==> src/rtl/mem_port_arbiter.sv <==
// ============================================================================
// Module  : mem_port_arbiter
// Brief   : Round-robin arbiter sharing one memory port between IFU and LSU,
//           one outstanding transaction, with response timeout.
// Rev     : 1.0
// ============================================================================
`default_nettype none

module mem_port_arbiter #(
    parameter int ADDR_W  = 64,
    parameter int DATA_W  = 64,
    parameter int MASK_W  = 8,
    parameter int TIMEOUT = 256
) (
    input  logic              clk,
    input  logic              rst,
    input  logic              ifu_req_valid,
    output logic              ifu_req_ready,
    input  logic [ADDR_W-1:0] ifu_addr,
    output logic              ifu_resp_valid,
    output logic [DATA_W-1:0] ifu_rdata,
    output logic              ifu_resp_err,
    input  logic              lsu_req_valid,
    output logic              lsu_req_ready,
    input  logic [ADDR_W-1:0] lsu_addr,
    input  logic              lsu_wen,
    input  logic [DATA_W-1:0] lsu_wdata,
    input  logic [MASK_W-1:0] lsu_wmask,
    output logic              lsu_resp_valid,
    output logic [DATA_W-1:0] lsu_rdata,
    output logic              lsu_resp_err,
    output logic              mem_req_valid,
    input  logic              mem_req_ready,
    output logic [ADDR_W-1:0] mem_addr,
    output logic              mem_wen,
    output logic [DATA_W-1:0] mem_wdata,
    output logic [MASK_W-1:0] mem_wmask,
    input  logic              mem_resp_valid,
    input  logic [DATA_W-1:0] mem_rdata,
    output logic              busy
);

    localparam int CW = (TIMEOUT > 1) ? $clog2(TIMEOUT) : 1;
    localparam logic [CW-1:0] C_CNT_MAX = CW'(TIMEOUT - 1);
    localparam logic C_OWN_IFU = 1'b0;
    localparam logic C_OWN_LSU = 1'b1;

    typedef enum logic [1:0] {
        S_IDLE  = 2'd0,
        S_ISSUE = 2'd1,
        S_WAIT  = 2'd2
    } state_t;

    state_t            r_state;
    state_t            w_next_state;
    logic              r_owner;
    logic              r_last_grant;
    logic [CW-1:0]     r_cnt;
    logic [ADDR_W-1:0] r_addr;
    logic              r_wen;
    logic [DATA_W-1:0] r_wdata;
    logic [MASK_W-1:0] r_wmask;

    logic w_grant;
    logic w_grant_lsu;
    logic w_fire;
    logic w_timeout;

    always_ff @(posedge clk or posedge rst) begin
        if (rst) begin
            r_state      <= S_IDLE;
            r_owner      <= C_OWN_IFU;
            r_last_grant <= C_OWN_LSU;
            r_cnt        <= '0;
            r_addr       <= '0;
            r_wen        <= 1'b0;
            r_wdata      <= '0;
            r_wmask      <= '0;
        end else begin
            r_state <= w_next_state;
            if (w_grant) begin
                r_owner      <= w_grant_lsu;
                r_last_grant <= w_grant_lsu;
                r_addr       <= w_grant_lsu ? lsu_addr : ifu_addr;
                r_wen        <= w_grant_lsu & lsu_wen;
                r_wdata      <= w_grant_lsu ? lsu_wdata : '0;
                r_wmask      <= w_grant_lsu ? lsu_wmask : '0;
            end
            // Saturating count so the timeout compare can never be re-hit by wrap.
            if (r_state == S_ISSUE && mem_req_ready) begin
                r_cnt <= '0;
            end else if (r_state == S_WAIT && r_cnt != C_CNT_MAX) begin
                r_cnt <= r_cnt + 1'b1;
            end
        end
    end

    always_comb begin
        w_next_state = r_state;
        w_grant      = 1'b0;
        w_grant_lsu  = 1'b0;
        w_fire       = 1'b0;
        w_timeout    = 1'b0;
        case (r_state)
            S_IDLE: begin
                w_grant     = ifu_req_valid | lsu_req_valid;
                w_grant_lsu = (ifu_req_valid & lsu_req_valid) ? ~r_last_grant : lsu_req_valid;
                if (w_grant) w_next_state = S_ISSUE;
            end
            S_ISSUE: begin
                if (mem_req_ready) w_next_state = S_WAIT;
            end
            S_WAIT: begin
                w_timeout = ~mem_resp_valid & (r_cnt == C_CNT_MAX);
                w_fire    = mem_resp_valid | w_timeout;
                if (w_fire) w_next_state = S_IDLE;
            end
            default: w_next_state = S_IDLE;
        endcase
    end

    // Readies are masked by rst so a held request shows no grant while in reset.
    assign ifu_req_ready  = w_grant & ~w_grant_lsu & ~rst;
    assign lsu_req_ready  = w_grant &  w_grant_lsu & ~rst;

    assign ifu_resp_valid = w_fire & (r_owner == C_OWN_IFU);
    assign lsu_resp_valid = w_fire & (r_owner == C_OWN_LSU);
    assign ifu_resp_err   = ifu_resp_valid & w_timeout;
    assign lsu_resp_err   = lsu_resp_valid & w_timeout;
    assign ifu_rdata      = (ifu_resp_valid & ~w_timeout) ? mem_rdata : '0;
    assign lsu_rdata      = (lsu_resp_valid & ~w_timeout) ? mem_rdata : '0;

    assign mem_req_valid  = (r_state == S_ISSUE);
    assign mem_addr       = r_addr;
    assign mem_wen        = r_wen;
    assign mem_wdata      = r_wdata;
    assign mem_wmask      = r_wmask;
    assign busy           = (r_state != S_IDLE);

endmodule

`default_nettype wire

==> config.mk <==
export PLATFORM = sky130hd
export DESIGN_NAME = mem_port_arbiter
export DESIGN_NICKNAME = d
export VERILOG_FILES = /design/src/rtl/mem_port_arbiter.sv
export SDC_FILE = /design/constraint.sdc
export NUM_CORES = 1
export LEC_CHECK = 0
export CORE_AREA = 2 2 213 215
export DETAILED_ROUTE_END_ITERATION = 8
export DIE_AREA = 0 0 215 217
export MAX_ROUTING_LAYER = met4
export PLACE_DENSITY = 0.45
export SYNTH_ARGS = -nofsm -noshare
export SYNTH_HDL_FRONTEND = slang
export SYNTH_SLANG_ARGS = --single-unit
==> constraint.sdc <==
create_clock -name clk -period 5.3 [get_ports clk]
set_input_delay 1.06 -clock clk [delete_from_list [all_inputs] [get_ports clk]]
set_output_delay 1.06 -clock clk [all_outputs]
set_load 0.01 [all_outputs]
==> impl_results.md, run 1 <==
- H-tree lvl count: 4
- Simple-gate share of the synthesized area: 20.4%
- Cell count of the worst hold path: 2
- Synth Area in Compound Gates: 19.9%
- Fillers: 4810
- Critical Setup Path Class: in2out
- Xor and xnor fraction of the mapped netlist area: 0%
- CTS Sinks: 149
- Worst Reg2Reg Path Length in Cells: 5
- Longest Clk Path Bufs: 2
- DRC viols: 0
- Ys async rst share: 100%
- Post-Syn Area: 0.00685 mm2
- Post-cts resize count: 0
- Initial DRC count: 364
- Final antenna-violating net count: 0
- YS warnings: 0
- Share of post-route cells with drive strength above 1: 4.10%
- Initial core utilization: 15.3%
- Startpoint class of the critical path: input pin
- Post-CTS setup buffers: 0
- CP Capture Type: output port
- Most frequent CP cell: clkdlybuf4s50_1
- CTS tree: done
- Reg2reg start: r_state[0]$_DFFE_PP0P_
- Hold path startpoint: r_last_grant$_DFFE_PP1N_
- Global-route wire length before repair: 49.5 mm
- Top FF cell, synth: dfrtp_1
- Outcome: finished clean
- RePlAce Congestion: 0.877
- Largest net degree at the start of global routing: 85
- Syn avg cell area: 9.89 um2
- RSZ-0062 raised after global routing: false
- Required time of the worst setup path: 4.24 ns
- # IOs: 544
- DR vias/cell: 3.98
- Final Net Count: 1481
- Pwr dens: 479 mW/mm2
- Syn nets: 964
- Largest family of logic cells by synthesized area: simple AND/OR/NAND/NOR gates
- Layout area overhead: 97.5%
- Vias in the first global route: 7304
- First-pass DRT Iterations: 5
- Core area: 0.0447 mm2
- Core Rows: 78
- Clock root buffer: clkbuf_16
- Max Transition Viols Final: 0
- Reg2Reg Setup Slack: 2.91 ns
- Initial antenna violation count: 7
- Tcrit/Tclk final: 82.8%
- Synth Area in Adders: 0.183%
- EDFF count, synth: 0
- GR Overflow Total: 0
- CP arrival: 3.33 ns
- Die area: 0.0467 mm2
- Max VDD drop: 0.297 mV
- Cell Chain, Critical Path: clkdlybuf4s50_1, nand2b_1, and3_1, and2_1, clkdlybuf4s50_1
- Worst path bufs/invs: 2
- GRT Util Overall: 14.9%
- # hold bufs at CTS: 0
- Capturing point of the worst reg2reg path: mem_addr[11]$_DFFE_PP0N_
- Hpwl dp: 26.9 mm
- DIE HEIGHT: 217 um
- Synth unique cells: 34
- Gate Count Post-Synth: 692
- Slew @ Worst Pin: 0.959 ns
- Clock Latency Late Sink: 0.44 ns
- Final number of hold-violating endpoints: 0
- Max Clock Freq: 228 MHz
- Slowest-stage cell, CP: clkdlybuf4s50_1
- Max-Slew Margin vs Limit: 36.1%
- Setup violations, final: 0
- Yosys reg bits: 149
- HP Class: reg2reg
- Instance count on the critical path: 5
- Design Power: 6480 uW
- Hold EP: r_last_grant$_DFFE_PP1N_
- Die W: 215 um
- DRT Wirelength: 35.1 mm
- Worst Path Max Fanout: 19
- Lkg Pwr: 0.00561 uW
- DR WL/cell: 19.2 um
- Cell family with most CP delay: buffers and inverters
- Seq/Total Area, Yosys: 54.5%
- Clk pin slew, worst setup/hold paths: 0.06 ns
- Setup TNS: 0 ns
- Port Buf Inserts: 543
- Max-cap check violation count: 0
- Cts bufs inserted: 17
- Worst Skew: 0.00658 ns
- Mux share of post-synthesis cell area: 0.146%
- Vias: 7273
- Largest stage delay on the critical path: 0.65 ns
- Fin crit period: 4.39 ns
## area by class of cell
cell class	count	area, um2	area share [%]
tap	600	751	5.55
multi-input combinational	465	2810	20.8
inverter	23	90.1	0.666
antenna	5	12.5	0.0925
timing repair buffer	553	5540	40.9
clock inverter	13	148	1.09
sequential	149	3730	27.6
clock buffer	18	439	3.25
## per-stage QoR
step	setup slack [ns]	cells	cell area (um2)	utilization, %	hold slack [ns]
3_5_place_dp	0.896	1790	12900	28.9	0.457
2_1_floorplan	0.557	692	6850	-	0.444
6_report	0.914	1826	13500	30.2	0.467
3_3_place_gp	0.861	1790	12900	28.9	0.457
5_1_grt	0.828	1826	13500	30.2	0.492
4_1_cts	0.885	1821	13500	30.2	0.469
## sequential cells by signal, indices dropped and copies added, names as in the netlist
register / cells
mem_wen: 1
r_state: 2
mem_wdata: 64
mem_addr: 64
r_last_grant: 1
mem_wmask: 8
r_cnt: 8
r_owner: 1
## cell usage after synthesis (4+ instances only)
master    number  area, um2
a21oi_1       94        470
a222oi_1      18        180
a22o_1        73        639
and2_1       130        813
and3_1         5       31.3
buf_2         29        145
clkbuf_1      25       93.8
dfrtp_1      148       3700
inv_1         22       82.6
nand2_1       57        214
nand3_1        5       25.0
nor2_1        51        191
o21ai_0        4       20.0
## where the power goes
part	total [uW]	switching [uW]	leakage [uW]	internal (uW)
combinational	3240	1550	0.00349	1690
sequential	1990	311	0.00184	1680
clock	1250	540	0.000276	710
total	6480	2400	0.00561	4080
## worst max-delay path by stage
stage / startpoint / end / slack (ns)
after floorplan: rst / ifu_req_ready / 0.56
after global placement: lsu_req_valid / ifu_req_ready / 0.86
after detailed placement: lsu_req_valid / ifu_req_ready / 0.90
after CTS: lsu_req_valid / ifu_req_ready / 0.89
after global routing: lsu_req_valid / ifu_req_ready / 0.83
final: lsu_req_valid / ifu_req_ready / 0.91
## worst min-delay path: cells and delay by family (launching register included)
family,cells,cell delay (ns)
DFF,1,0.37
and+or+nand+nor,2,0.10
## placed cells by master (no fill, tap or decap), drive strengths merged, types with 2 or more instances in the layout
master | synthesis | layout
a22o | 73 | 73
a222oi | 18 | 18
dfrtp | 148 | 148
o211ai | 2 | 2
nand2 | 57 | 57
nand4 | 2 | 2
clkinv | 0 | 3
clkbuf | 25 | 18
or4 | 2 | 2
and3 | 5 | 5
bufinv | 0 | 2
and2 | 130 | 130
nand3 | 5 | 5
buf | 30 | 10
clkinvlp | 0 | 5
diode | 0 | 5
a21oi | 94 | 94
nor3 | 3 | 3
nand2b | 3 | 3
nor2 | 53 | 53
o21ai | 7 | 7
clkdlybuf4s50 | 0 | 543
inv | 23 | 26
o31ai | 2 | 2
## routing by layer
layer | share of wire, % | global-route usage, % | up-vias
met5 | 0 | - | -
met4 | 2.7 | 5.72 | 0
met3 | 6.8 | 3.93 | 33
met2 | 52 | 25.8 | 351
met1 | 38 | 16.4 | 3465
li1 | - | - | 3424
## logic make-up after synthesis
| group | count (synthesis) |
|---|---|
| AND/OR/NAND/NOR | 266 |
| AO/OA/AOI/OAI | 197 |
| flip-flops | 149 |
| buffers and inverters | 78 |
| multiplexers | 1 |
| adder cells (fa/ha/maj) | 1 |
No activity file was read; power rests on OpenSTA's default activity.
==> run 2: changes to the inputs <==
Settings changed: CORE_AREA 2 2 213 215 to 2 2 212 214, DIE_AREA 0 0 215 217 to 0 0 214 216, PLACE_DENSITY 0.45 to 0.44.
Clock period 5.3 ns to 4.05 ns, I/O delays scaled along.
==> run 2 against run 1 <==
  * Highest routed layer unchanged
  * Global-route usage down 0.39 points
  * Register-to-register slack got worse by 1.1 ns
  * Via count increased by 0.37%
  * Setup slack got worse by 0.47 ns
  * First-iteration DRC count rose by 25%
  * Critical endpoint is now lsu_rdata[59]
  * Clock skew rose by 0.0032 ns
==> impl_results.md, run 2 (same netlist as run 1, synthesis figures left out) <==
- Outcome: finished clean (unchanged)
- RePlAce Congestion: 0.911 (was 0.877)
- Layout area overhead: 98.8% (was 97.5%)
- RSZ-0062 raised after global routing: false (unchanged)
- Required time of the worst setup path: 3.24 ns (was 4.24 ns)
- Clk pin slew, worst setup/hold paths: 0.06 ns (about the same)
- Reg2reg start: r_state[0]$_DFFE_PP0P_ (unchanged)
- Post-cts resize count: 0 (unchanged)
- Most frequent CP cell: clkdlybuf4s50_1 (unchanged)
- DR WL/cell: 18.6 um (was 19.2 um)
- CTS Sinks: 149 (unchanged)
- Clock Latency Late Sink: 0.45 ns (was 0.44 ns)
- Die W: 214 um (was 215 um)
- Longest Clk Path Bufs: 2 (unchanged)
- Cell family with most CP delay: buffers and inverters (unchanged)
- DRT Wirelength: 33.7 mm (was 35.1 mm)
- Final Cell Area: 0.0136 mm2 (was 0.0135 mm2)
- Largest stage delay on the critical path: 0.58 ns (was 0.65 ns)
- Max-Slew Margin vs Limit: 40.6% (was 36.1%)
- Instance count on the critical path: 5 (unchanged)
- Logic pwr share: 49.7% (was 49.9%)
- DRC viols: 0 (unchanged)
- Final number of hold-violating endpoints: 0 (unchanged)
- Fin crit period: 3.60 ns
- Most frequent cells in the layout: 543 x clkdlybuf4s50_1, 148 x dfrtp_1, 130 x and2_1 (unchanged)
- Core area: 0.0438 mm2 (was 0.0447 mm2)
- HP Class: reg2reg (unchanged)
- Worst Reg2Reg Path Length in Cells: 5 (unchanged)
- Post-CTS setup buffers: 0 (unchanged)
- Seq pwr share: 30.6% (was 30.8%)
- Final antenna-violating net count: 0 (unchanged)
- Setup ws final: 0.447 ns (was 0.914 ns)
- GRT Util Overall: 14.5% (was 14.9%)
- Pwr dens: 630 mW/mm2 (was 479 mW/mm2)
- Final cell utilization of the core: 31.0% (was 30.2%)
- Worst Skew: 0.00982 ns (was 0.00658 ns)
- First-pass DRT Iterations: 5 (unchanged)
- CTS tree: done (unchanged)
- Initial DRC count: 454 (was 364)
- Worst path bufs/invs: 3 (was 2)
- Lkg Pwr: 0.00566 uW (was 0.00561 uW)
- Cell count of the worst hold path: 2 (unchanged)
- CP Capture Type: output port (unchanged)
- Dpl cell area: 0.0130 mm2 (was 0.0129 mm2)
- Initial core utilization: 15.6% (was 15.3%)
- Reg area: 0.00373 mm2 (unchanged)
- Hpwl dp: 25.8 mm (was 26.9 mm)
- Clock power share: 19.7% (was 19.3%)
- Cts bufs inserted: 17 (unchanged)
- Core Rows: 77 (was 78)
- Startpoint class of the critical path: input pin (unchanged)
- Tcrit/Tclk final: 89.0%
- Max Clock Freq: 278 MHz
- Clock root buffer: clkbuf_16 (unchanged)
- Initial antenna violation count: 3 (was 7)
- Cell Chain, Critical Path: clkdlybuf4s50_1, and3_2, buf_12, and2_1, clkdlybuf4s50_1 (was clkdlybuf4s50_1, nand2b_1, and3_1, and2_1, clkdlybuf4s50_1)
- # IOs: 544 (unchanged)
- CP startpoint: mem_resp_valid (was lsu_req_valid)
- Vias in the first global route: 7315 (was 7304)
- GR Overflow Total: 0 (unchanged)
- Max Transition Viols Final: 0 (unchanged)
- Critical Setup Path Class: in2out (unchanged)
- Final Net Count: 1483 (was 1481)
- DR vias/cell: 4.02 (was 3.98)
- Max VDD drop: 0.284 mV (was 0.297 mV)
- Internal power: 5440 uW (was 4080 uW)
- # hold bufs at CTS: 0 (unchanged)
- Reg2Reg Setup Slack: 1.80 ns (was 2.91 ns)
- Worst Path Max Fanout: 30 (was 19)
- Max-cap check violation count: 0 (unchanged)
- Setup violations, final: 0 (unchanged)
- Dpl ws: 0.438 ns (was 0.896 ns)
- Die area: 0.0462 mm2 (was 0.0467 mm2)
- CP arrival: 2.79 ns (was 3.33 ns)
- Vias: 7300 (was 7273)
- Fillers: 4555 (was 4810)
- H-tree lvl count: 4 (unchanged)
- Crit path to: lsu_rdata[59] (was ifu_req_ready)
- Largest net degree at the start of global routing: 150 (was 85)
- Commonest non-fill, non-tap cell in the layout: clkdlybuf4s50_1 (unchanged)
- Sw Share: 36.5% (was 37.0%)
- Slowest-stage cell, CP: clkdlybuf4s50_1 (unchanged)
- Port Buf Inserts: 543 (unchanged)
- Footprint of the multi-input gates: 0.00282 mm2 (was 0.00281 mm2)
- Global-route wire length before repair: 48.4 mm (was 49.5 mm)
- Slew @ Worst Pin: 0.891 ns (was 0.959 ns)
- DIE HEIGHT: 216 um (was 217 um)
- Share of post-route cells with drive strength above 1: 4.33% (was 4.10%)
- Capturing point of the worst reg2reg path: mem_addr[24]$_DFFE_PP0N_ (was mem_addr[11]$_DFFE_PP0N_)
- Net Switching: 3130 uW (was 2400 uW)
-- run 2: worst min-delay path by stage --
stage,end,slack (ns),startpoint
after CTS,r_last_grant$_DFFE_PP1N_,0.47,r_last_grant$_DFFE_PP1N_
final,r_last_grant$_DFFE_PP1N_,0.47,r_last_grant$_DFFE_PP1N_
after global routing,r_last_grant$_DFFE_PP1N_,0.48,r_last_grant$_DFFE_PP1N_
after detailed placement,r_last_grant$_DFFE_PP1N_,0.46,r_last_grant$_DFFE_PP1N_
after floorplan,r_last_grant$_DFFE_PP1N_,0.44,r_last_grant$_DFFE_PP1N_
after global placement,r_last_grant$_DFFE_PP1N_,0.45,r_last_grant$_DFFE_PP1N_
-- run 2: per-stage QoR --
| stage | total power [uW] | setup TNS (ns) | hold slack (ns) | cells |
|---|---|---|---|---|
| 2_1_floorplan | 4450 | -0.193 | 0.444 | 692 |
| 3_3_place_gp | 6960 | 0 | 0.454 | 1784 |
| 3_5_place_dp | 6960 | 0 | 0.457 | 1784 |
| 4_1_cts | 8720 | 0 | 0.467 | 1815 |
| 5_1_grt | 9100 | 0 | 0.479 | 1817 |
| 6_report | 8570 | 0 | 0.465 | 1817 |
-- run 2: power groups by stage --
| stage | clock, uW | combinational [uW] | sequential, uW |
|---|---|---|---|
| final | 1690 | 4260 | 2630 |
| after global routing | 1810 | 4580 | 2710 |
| after CTS | 1750 | 4340 | 2620 |
| after detailed placement | 0 | 4340 | 2620 |
| after global placement | 0 | 4330 | 2630 |
| after floorplan | 0 | 1540 | 2900 |
-- run 2: tightest hold or removal path: cells and delay by family (launching register included) --
family           cells  cell delay (ns)
flip-flops           1             0.37
AND/OR/NAND/NOR      2             0.10
-- run 2: area by class of cell --
class,instances,share of cell area [%]
Multi-Input combinational cell,465,20.7
Clock buffer,18,3.23
Timing Repair Buffer,555,41.3
Tap cell,592,5.44
Sequential cell,149,27.4
Clock inverter,13,1.27
Antenna cell,2,0.0368
Inverter,23,0.662
-- run 2: per-layer routing --
layer / GRT usage (%) / vias up / share of wire (%)
li1: - / 3421 / -
met1: 15.4 / 3479 / 38
met2: 25.2 / 358 / 52
met3: 4.16 / 42 / 7.0
met4: 6.22 / 0 / 2.7
met5: - / - / 0
